**src/rtl/tinyalu_pkg.sv**
```systemverilog
// TinyALU shared types: operation codes, driver FSM states,
// and the command bundle queued between cmd port and ALU bus.
package tinyalu_pkg;

  typedef enum logic [2:0] {
    no_op  = 3'b000,
    add_op = 3'b001,
    and_op = 3'b010,
    xor_op = 3'b011,
    mul_op = 3'b100,
    fun_op = 3'b101,
    rst_op = 3'b111
  } operation_t;

  typedef enum logic [2:0] {
    IDLE  = 3'd0,
    ISSUE = 3'd1,
    NOP   = 3'd2,
    RST   = 3'd3,
    RSP   = 3'd4
  } driver_state_t;

  typedef struct packed {
    operation_t op;
    bit [7:0]   a;
    bit [7:0]   b;
  } alu_cmd_t;

endpackage

```
**src/rtl/tinyalu_cmd_driver_if.sv**
```systemverilog
// Command/response handshakes plus TinyALU pin bus.
// master = driver side, slave = stimulus side and ALU.
interface tinyalu_cmd_driver_if;
  import tinyalu_pkg::*;

  logic       cmd_valid;
  logic       cmd_ready;
  operation_t cmd_op;
  logic [7:0] cmd_a;
  logic [7:0] cmd_b;

  logic        rsp_valid;
  logic        rsp_ready;
  operation_t  rsp_op;
  logic [15:0] rsp_result;
  logic        rsp_timeout;

  logic        alu_start;
  operation_t  alu_op;
  logic [7:0]  alu_A;
  logic [7:0]  alu_B;
  logic        alu_done;
  logic [15:0] alu_result;
  logic        alu_reset_n;

  logic busy;

  modport master (
    input  cmd_valid, cmd_op, cmd_a, cmd_b,
    output cmd_ready,
    output rsp_valid, rsp_op, rsp_result,
    output rsp_timeout,
    input  rsp_ready,
    output alu_start, alu_op, alu_A, alu_B,
    output alu_reset_n,
    input  alu_done, alu_result,
    output busy
  );

  modport slave (
    output cmd_valid, cmd_op, cmd_a, cmd_b,
    input  cmd_ready,
    input  rsp_valid, rsp_op, rsp_result,
    input  rsp_timeout,
    output rsp_ready,
    input  alu_start, alu_op, alu_A, alu_B,
    input  alu_reset_n,
    output alu_done, alu_result,
    input  busy
  );

endinterface

```
**src/rtl/tinyalu_cmd_fifo.sv**
```systemverilog
// Register-array FIFO of alu_cmd_t.
// Ports: clk, rst_n, push/wdata, pop/rdata, full, empty, count.
module tinyalu_cmd_fifo
  import tinyalu_pkg::*;
#(
  parameter  int DEPTH = 4,
  localparam int AW    = $clog2(DEPTH),
  localparam int CW    = $clog2(DEPTH + 1)
) (
  input  logic          clk,
  input  logic          rst_n,
  input  logic          push,
  input  alu_cmd_t      wdata,
  input  logic          pop,
  output alu_cmd_t      rdata,
  output logic          full,
  output logic          empty,
  output logic [CW-1:0] count
);

  alu_cmd_t      mem [DEPTH];
  logic [AW-1:0] wr_ptr;
  logic [AW-1:0] rd_ptr;
  logic          do_push;
  logic          do_pop;

  assign full    = (count == CW'(DEPTH));
  assign empty   = (count == '0);
  assign do_push = push && !full;
  assign do_pop  = pop && !empty;
  assign rdata   = mem[rd_ptr];

  always_ff @(posedge clk or negedge rst_n) begin
    if (!rst_n) begin
      wr_ptr <= '0;
      rd_ptr <= '0;
      count  <= '0;
      for (int i = 0; i < DEPTH; i++)
        mem[i] <= '0;
    end else begin
      if (do_push) begin
        mem[wr_ptr] <= wdata;
        wr_ptr      <= wr_ptr + 1'b1;
      end
      if (do_pop)
        rd_ptr <= rd_ptr + 1'b1;
      unique case ({do_push, do_pop})
        2'b10:   count <= count + 1'b1;
        2'b01:   count <= count - 1'b1;
        default: ;
      endcase
    end
  end

endmodule

```
**src/rtl/tinyalu_cmd_driver.sv**
```systemverilog
// TinyALU bus initiator: queues commands, runs them on the
// ALU pins one at a time and returns one response each.
// Ports: clk, reset_n, bus (cmd in, rsp out, ALU pin bus).
module tinyalu_cmd_driver
  import tinyalu_pkg::*;
#(
  parameter int DEPTH      = 4,
  parameter int TIMEOUT    = 16,
  parameter int RST_CYCLES = 2
) (
  input logic                  clk,
  input logic                  reset_n,
  tinyalu_cmd_driver_if.master bus
);

  localparam int CW = $clog2(DEPTH + 1);
  localparam int TW = $clog2(TIMEOUT + 1);
  localparam int RW = $clog2(RST_CYCLES + 1);
  localparam logic [TW-1:0] T_LAST = TW'(TIMEOUT - 1);
  localparam logic [RW-1:0] R_LAST = RW'(RST_CYCLES - 1);

  driver_state_t state;
  alu_cmd_t      head;
  alu_cmd_t      wdata;
  logic          full;
  logic          empty;
  logic [CW-1:0] count;
  logic          push;
  logic          pop;

  operation_t    op_q;
  logic [7:0]    a_q;
  logic [7:0]    b_q;
  logic          start_q;
  logic          rst_active;
  logic [TW-1:0] tcnt;
  logic [RW-1:0] rcnt;
  logic [15:0]   res_q;
  logic          tmo_q;

  assign wdata = '{op: bus.cmd_op,
                   a:  bus.cmd_a,
                   b:  bus.cmd_b};
  assign push  = bus.cmd_valid && bus.cmd_ready;
  assign pop   = (state == IDLE) && !empty;

  tinyalu_cmd_fifo #(
    .DEPTH (DEPTH)
  ) u_fifo (
    .clk   (clk),
    .rst_n (reset_n),
    .push  (push),
    .wdata (wdata),
    .pop   (pop),
    .rdata (head),
    .full  (full),
    .empty (empty),
    .count (count)
  );

  always_ff @(posedge clk or negedge reset_n) begin
    if (!reset_n) begin
      state      <= IDLE;
      op_q       <= no_op;
      a_q        <= '0;
      b_q        <= '0;
      start_q    <= 1'b0;
      rst_active <= 1'b0;
      tcnt       <= '0;
      rcnt       <= '0;
      res_q      <= '0;
      tmo_q      <= 1'b0;
    end else begin
      unique case (state)
        IDLE: begin
          if (!empty) begin
            op_q  <= head.op;
            a_q   <= head.a;
            b_q   <= head.b;
            tcnt  <= '0;
            rcnt  <= '0;
            res_q <= '0;
            tmo_q <= 1'b0;
            unique case (1'b1)
              (head.op == no_op): begin
                start_q <= 1'b1;
                state   <= NOP;
              end
              (head.op == rst_op): begin
                rst_active <= 1'b1;
                state      <= RST;
              end
              default: begin
                start_q <= 1'b1;
                state   <= ISSUE;
              end
            endcase
          end
        end
        ISSUE: begin
          // done is checked first so it wins a tie
          if (bus.alu_done) begin
            res_q   <= bus.alu_result;
            start_q <= 1'b0;
            state   <= RSP;
          end else if (tcnt == T_LAST) begin
            start_q    <= 1'b0;
            tmo_q      <= 1'b1;
            rst_active <= 1'b1;
            state      <= RST;
          end else begin
            tcnt <= tcnt + 1'b1;
          end
        end
        NOP: begin
          start_q <= 1'b0;
          state   <= RSP;
        end
        RST: begin
          if (rcnt == R_LAST) begin
            rst_active <= 1'b0;
            state      <= RSP;
          end else begin
            rcnt <= rcnt + 1'b1;
          end
        end
        RSP: begin
          if (bus.rsp_ready)
            state <= IDLE;
        end
        default: state <= IDLE;
      endcase
    end
  end

  assign bus.cmd_ready   = !full;
  assign bus.rsp_valid   = (state == RSP);
  assign bus.rsp_op      = op_q;
  assign bus.rsp_result  = res_q;
  assign bus.rsp_timeout = tmo_q;
  assign bus.alu_start   = start_q;
  assign bus.alu_op      = op_q;
  assign bus.alu_A       = a_q;
  assign bus.alu_B       = b_q;
  assign bus.alu_reset_n = reset_n && !rst_active;
  assign bus.busy        = (state != IDLE) || (count != '0);

endmodule

```
**src/flat_wrapper.sv**
```systemverilog
// flat-port wrapper written by rule: the top's interface ports become plain ports
module tinyalu_cmd_driver_flat import tinyalu_pkg::*;
#(
  parameter int DEPTH      = 4,
  parameter int TIMEOUT    = 16,
  parameter int RST_CYCLES = 2
)
  (clk, reset_n, bus_cmd_valid, bus_cmd_op, bus_cmd_a, bus_cmd_b, bus_cmd_ready, bus_rsp_valid, bus_rsp_op, bus_rsp_result, bus_rsp_timeout, bus_rsp_ready, bus_alu_start, bus_alu_op, bus_alu_A, bus_alu_B, bus_alu_reset_n, bus_alu_done, bus_alu_result, bus_busy);
  tinyalu_cmd_driver_if bus_i ();
  input logic clk;
  input logic reset_n;
  input wire logic [$bits(bus_i.cmd_valid)-1:0] bus_cmd_valid;
  input wire logic [$bits(bus_i.cmd_op)-1:0] bus_cmd_op;
  input wire logic [$bits(bus_i.cmd_a)-1:0] bus_cmd_a;
  input wire logic [$bits(bus_i.cmd_b)-1:0] bus_cmd_b;
  output wire logic [$bits(bus_i.cmd_ready)-1:0] bus_cmd_ready;
  output wire logic [$bits(bus_i.rsp_valid)-1:0] bus_rsp_valid;
  output wire logic [$bits(bus_i.rsp_op)-1:0] bus_rsp_op;
  output wire logic [$bits(bus_i.rsp_result)-1:0] bus_rsp_result;
  output wire logic [$bits(bus_i.rsp_timeout)-1:0] bus_rsp_timeout;
  input wire logic [$bits(bus_i.rsp_ready)-1:0] bus_rsp_ready;
  output wire logic [$bits(bus_i.alu_start)-1:0] bus_alu_start;
  output wire logic [$bits(bus_i.alu_op)-1:0] bus_alu_op;
  output wire logic [$bits(bus_i.alu_A)-1:0] bus_alu_A;
  output wire logic [$bits(bus_i.alu_B)-1:0] bus_alu_B;
  output wire logic [$bits(bus_i.alu_reset_n)-1:0] bus_alu_reset_n;
  input wire logic [$bits(bus_i.alu_done)-1:0] bus_alu_done;
  input wire logic [$bits(bus_i.alu_result)-1:0] bus_alu_result;
  output wire logic [$bits(bus_i.busy)-1:0] bus_busy;
  assign bus_i.cmd_valid = bus_cmd_valid;
  assign bus_i.cmd_op = bus_cmd_op;
  assign bus_i.cmd_a = bus_cmd_a;
  assign bus_i.cmd_b = bus_cmd_b;
  assign bus_cmd_ready = bus_i.cmd_ready;
  assign bus_rsp_valid = bus_i.rsp_valid;
  assign bus_rsp_op = bus_i.rsp_op;
  assign bus_rsp_result = bus_i.rsp_result;
  assign bus_rsp_timeout = bus_i.rsp_timeout;
  assign bus_i.rsp_ready = bus_rsp_ready;
  assign bus_alu_start = bus_i.alu_start;
  assign bus_alu_op = bus_i.alu_op;
  assign bus_alu_A = bus_i.alu_A;
  assign bus_alu_B = bus_i.alu_B;
  assign bus_alu_reset_n = bus_i.alu_reset_n;
  assign bus_i.alu_done = bus_alu_done;
  assign bus_i.alu_result = bus_alu_result;
  assign bus_busy = bus_i.busy;
  tinyalu_cmd_driver #(.DEPTH(DEPTH), .TIMEOUT(TIMEOUT), .RST_CYCLES(RST_CYCLES)) u_core (.clk(clk), .reset_n(reset_n), .bus(bus_i));
endmodule
```
**config.mk**
```make
export PLATFORM = sky130hd
export DESIGN_NAME = tinyalu_cmd_driver_flat
export DESIGN_NICKNAME = d
export VERILOG_FILES = /design/src/rtl/tinyalu_pkg.sv /design/src/rtl/tinyalu_cmd_driver_if.sv /design/src/rtl/tinyalu_cmd_fifo.sv /design/src/rtl/tinyalu_cmd_driver.sv /design/src/flat_wrapper.sv
export SDC_FILE = /design/constraint.sdc
export NUM_CORES = 1
export LEC_CHECK = 0
export ABC_CLOCK_PERIOD_IN_PS = 2500
export BUFFER_PORTS_ARGS = -buffer_cell sky130_fd_sc_hd__buf_2
export CAP_MARGIN = 25
export CORE_AREA = 2 2 131 133
export CTS_BUF_LIST = sky130_fd_sc_hd__clkbuf_8
export CTS_CLUSTER_DIAMETER = 200
export DETAILED_ROUTE_END_ITERATION = 8
export DIE_AREA = 0 0 133 135
export MAX_ROUTING_LAYER = met4
export SYNTH_ARGS = -nofsm -noshare
export SYNTH_HDL_FRONTEND = slang
export SYNTH_SLANG_ARGS = --single-unit
```
**constraint.sdc**
```tcl
create_clock -name clk -period 2.5 [get_ports clk]
set_input_delay 0.25 -clock clk [delete_from_list [all_inputs] [get_ports clk]]
set_output_delay 0.25 -clock clk [all_outputs]
set_load 0.05 [all_outputs]
```
==> results.md <==
- Gate Count Post-Synth: 452
- Final worst path period share: 88.6%
- Routed vias: 3612
- Post-synthesis mux area share: 22.6%
- Hold worst-path end: u_core.bus.rsp_result[13]$_DFFE_PN0P_
- Root Buffer: clkbuf_8
- Min Tclk post-route: 2.22 ns
- Power Dens Cells: 1450 nW/um^2
- CP Cell Sequence: ha_1, and3_1, ha_1, o21ai_0, nand3_1, or3_1, a21oi_1
- Reg2reg start: u_core.tcnt[0]$_DFFE_PN0P_
- Complex-gate fraction of the synthesized area: 3.85%
- Worst reg2reg endpoint: u_core.tcnt[3]$_DFFE_PN0P_
- Reg2Reg Depth: 7
- Drt total wl: 11700 microns
- Vias in the first global route: 3720
- #FFs+latches synth: 131
- Port Buffers: 83
- CP max-delay cell: dfrtp_1
- HPWL reported at the end of detailed placement: 7700 microns
- Fin Hold WS: 0.0425 ns
- Most common cell in the netlist: dfrtp_1
- Post-CTS Resized: 0
- Post-synthesis xor/xnor area fraction: 1.05%
- Routed len/inst: 15.1 microns
- Sequential share of the synthesized area: 56.4%
- Largest net degree at the start of global routing: 132
- Ports: 84
- Maximum VDD drop: 0.599 mV
- Fillers: 1541
- Critical path required time: 2.86 ns
- Hold Path Origin: bus_alu_result[13]
- CTS buffer count: 17
- Finished Layout Cells: 775
- Core Region: 16400 sq um
- Register-to-register setup slack: 0.28 ns
- Arr. time, crit path: 2.58 ns
- Syn_area_per_cell: 12.9 sq um
- Static leakage power: 3.26 nW
- DR pass1 iterations: 4
- Worst-path fanout max: 7
- Slew Limit Fails: 0
- Largest family of logic cells by synthesized area: multiplexers
- Global-route wire length before repair: 19200 microns
- Diode count: 0
- Gr busiest metal: met2
- Clk_lat worst skew: 0.44 ns
- Postcts setup bufs: 0
- GR Util met2: 22.5%
- Largest stage delay, worst path: 0.41 ns
- Post-synth top area share: 56.4%
- Area grow syn2layout: 18.9%
- Worst-Margin Slew: 0.700 ns
- Sink count of the clock tree: 131
- Simple-gate area share of the yosys netlist: 9.84%
- Post-CTS Hold Buffers: 1
- Num rows: 47
- CTS tree: done
- ANT nets after route: 0
- Synth area leader: dfrtp_1
- Post-route cell area: 6910 sq um
- Starting density of the core: 35.4%
- Worst rel slew slack: 53.3%
- Hold WC Path Type: in -> reg
- Fmax: 0.451 GHz
- Synth Flop Type: dfrtp_1
- DRT iter0 DRCs: 133
- Hold path depth: 3
- Clk slew on worst S/H paths: 0.07 ns
- Final TNS setup: 0 ns
- EDFF count, synth: 0
- Worst setup SP type: flip-flop
- GR Util met3: 4.02%
- Total track usage: 14.4%
- Status: finished clean
- H-tree Lvls: 4
- Kind of critical path: reg -> reg
- DP Cell Count: 743
- Met1 Usage GRT: 17.9%
- Clock Skews: 0.00956 ns
- Yosys cell types: 39
- Dominant cells by area after synthesis: dfrtp_1, mux2_2, mux4_2
- Post-synth top cells: dfrtp_1, mux2_2, nand2_1, o21ai_0, inv_1
- Ys async rst share: 100%
- CP Capture Type: flip-flop
- CTS max path bufs: 2
- Placed cell areas: 6460 sq um
- Power consumption: 10.0 mW
- Ys Warns: 0
- Most used cell along the critical path: ha_1
- Via density: 4.66
- DR DRC count: 0
- RSZ-0062 raised after global routing: no
- Ratio of cells with drive above 1 in the final layout: 40.9%
- Syn nets: 501
- Adder-cell share of the synthesized area: 2.07%
- Die Y-Extent: 135 microns
- Congestion Overflow GR: 0
- Antenna violations before repair: 0
- Die area: 18000 sq um
- Synth Cell Area: 5810 sq um
- Max Cap Viol: 0
- Final GP Congestion: 0.739
- Fin nets: 592
- Hold Violations, Final: 0
- Die width: 133 microns
- Setup violators final: 0
## area by class of cell
class                           instances  area, sq um  share of cell area (%)
Clock inverter                         10          156                    2.26
Multi-Input combinational cell        272         2290                    33.2
Timing Repair Buffer                   94          519                    7.51
Clock buffer                           21          289                    4.18
Sequential cell                       131         3280                    47.4
Inverter                               27          101                    1.47
Tap cell                              220          275                    3.98
## worst max-delay path, delay by kind of cell (launching register included)
kind / cells / cell delay (ns)
simple gates: 3 / 0.86
fa+ha+maj: 2 / 0.44
compound gates: 2 / 0.42
flops: 1 / 0.41
## per-layer routing
metal | vias up | routed length [microns] | share of wire [%]
met1 | 1770 | 5410 | 46
met4 | 0 | 149 | 1.3
met3 | 14 | 577 | 4.9
met5 | - | 0 | 0
li1 | 1744 | - | -
met2 | 84 | 5570 | 48
## worst max path at each step
stage                                 from                                  to  cells past startpoint
6_report        u_core.tcnt[0]$_DFFE_PN0P_          u_core.tcnt[3]$_DFFE_PN0P_                      7
3_5_place_dp    u_core.tcnt[0]$_DFFE_PN0P_          u_core.tcnt[3]$_DFFE_PN0P_                      7
5_1_grt         u_core.tcnt[0]$_DFFE_PN0P_          u_core.tcnt[3]$_DFFE_PN0P_                      7
2_1_floorplan  u_core.state[0]$_DFFE_PN0P_  u_core.u_fifo.count[2]$_DFFE_PN0P_                     11
4_1_cts         u_core.tcnt[0]$_DFFE_PN0P_          u_core.tcnt[3]$_DFFE_PN0P_                      7
3_3_place_gp    u_core.tcnt[0]$_DFFE_PN0P_          u_core.tcnt[3]$_DFFE_PN0P_                      7
## power breakdown
group / total (mW) / leakage (nW) / switching, mW / internal [mW]
clock: 1.96 / 0.226 / 0.782 / 1.18
combinational: 4.44 / 1.43 / 2.58 / 1.86
sequential: 3.64 / 1.60 / 0.532 / 3.10
## state kept, by name (all words and copies together) (netlist names)
register,count
u_core.u_fifo.mem,76
u_core.bus.rsp_result,16
u_core.bus.alu_A,8
u_core.bus.alu_B,8
u_core.tcnt,5
u_core.bus.alu_op,3
u_core.state,3
u_core.u_fifo.count,3
u_core.rcnt,2
u_core.u_fifo.rd_ptr,2
u_core.u_fifo.wr_ptr,2
u_core.bus.alu_start,1
u_core.bus.rsp_timeout,1
u_core.rst_active,1
## stage by stage
step           setup slack, ns  utilization, %
3_5_place_dp             0.331            39.4
6_report                 0.285            42.1
2_1_floorplan            0.122               -
5_1_grt                  0.171            42.1
3_3_place_gp             0.491            39.4
4_1_cts                  0.308            42.1
## placed cells by master, fill, tap and decap left out, types with 2 or more instances in the layout
cell type   instances
nand3_1            22
xnor2_1             4
a21oi_1             2
nand2b_1            4
and3_1              2
o21ai_0            28
dfrtp_1           131
clkbuf_8           21
nand2_4             4
nor2_1              5
clkinvlp_4          2
or3_1               3
nand2_1            68
mux2i_1             2
a31oi_1             2
ha_1                8
buf_4               9
bufinv_16           4
mux2_2             77
nor2b_1             2
mux4_2             19
nor3_1              3
buf_2              82
inv_1              29
xor2_1              3
## cell families (layout without fill, tap and decap cells)
| kind of cell | Yosys count | after routing |
|---|---|---|
| and+or+nand+nor | 120 | 120 |
| muxes | 98 | 98 |
| xor gates and xnor gates | 7 | 7 |
| DFF | 131 | 131 |
| buffers and inverters | 49 | 152 |
| AOI/OAI and AO/OA | 38 | 38 |
| adders and majority gates | 9 | 9 |
No activity file was read; power rests on OpenSTA's default activity.
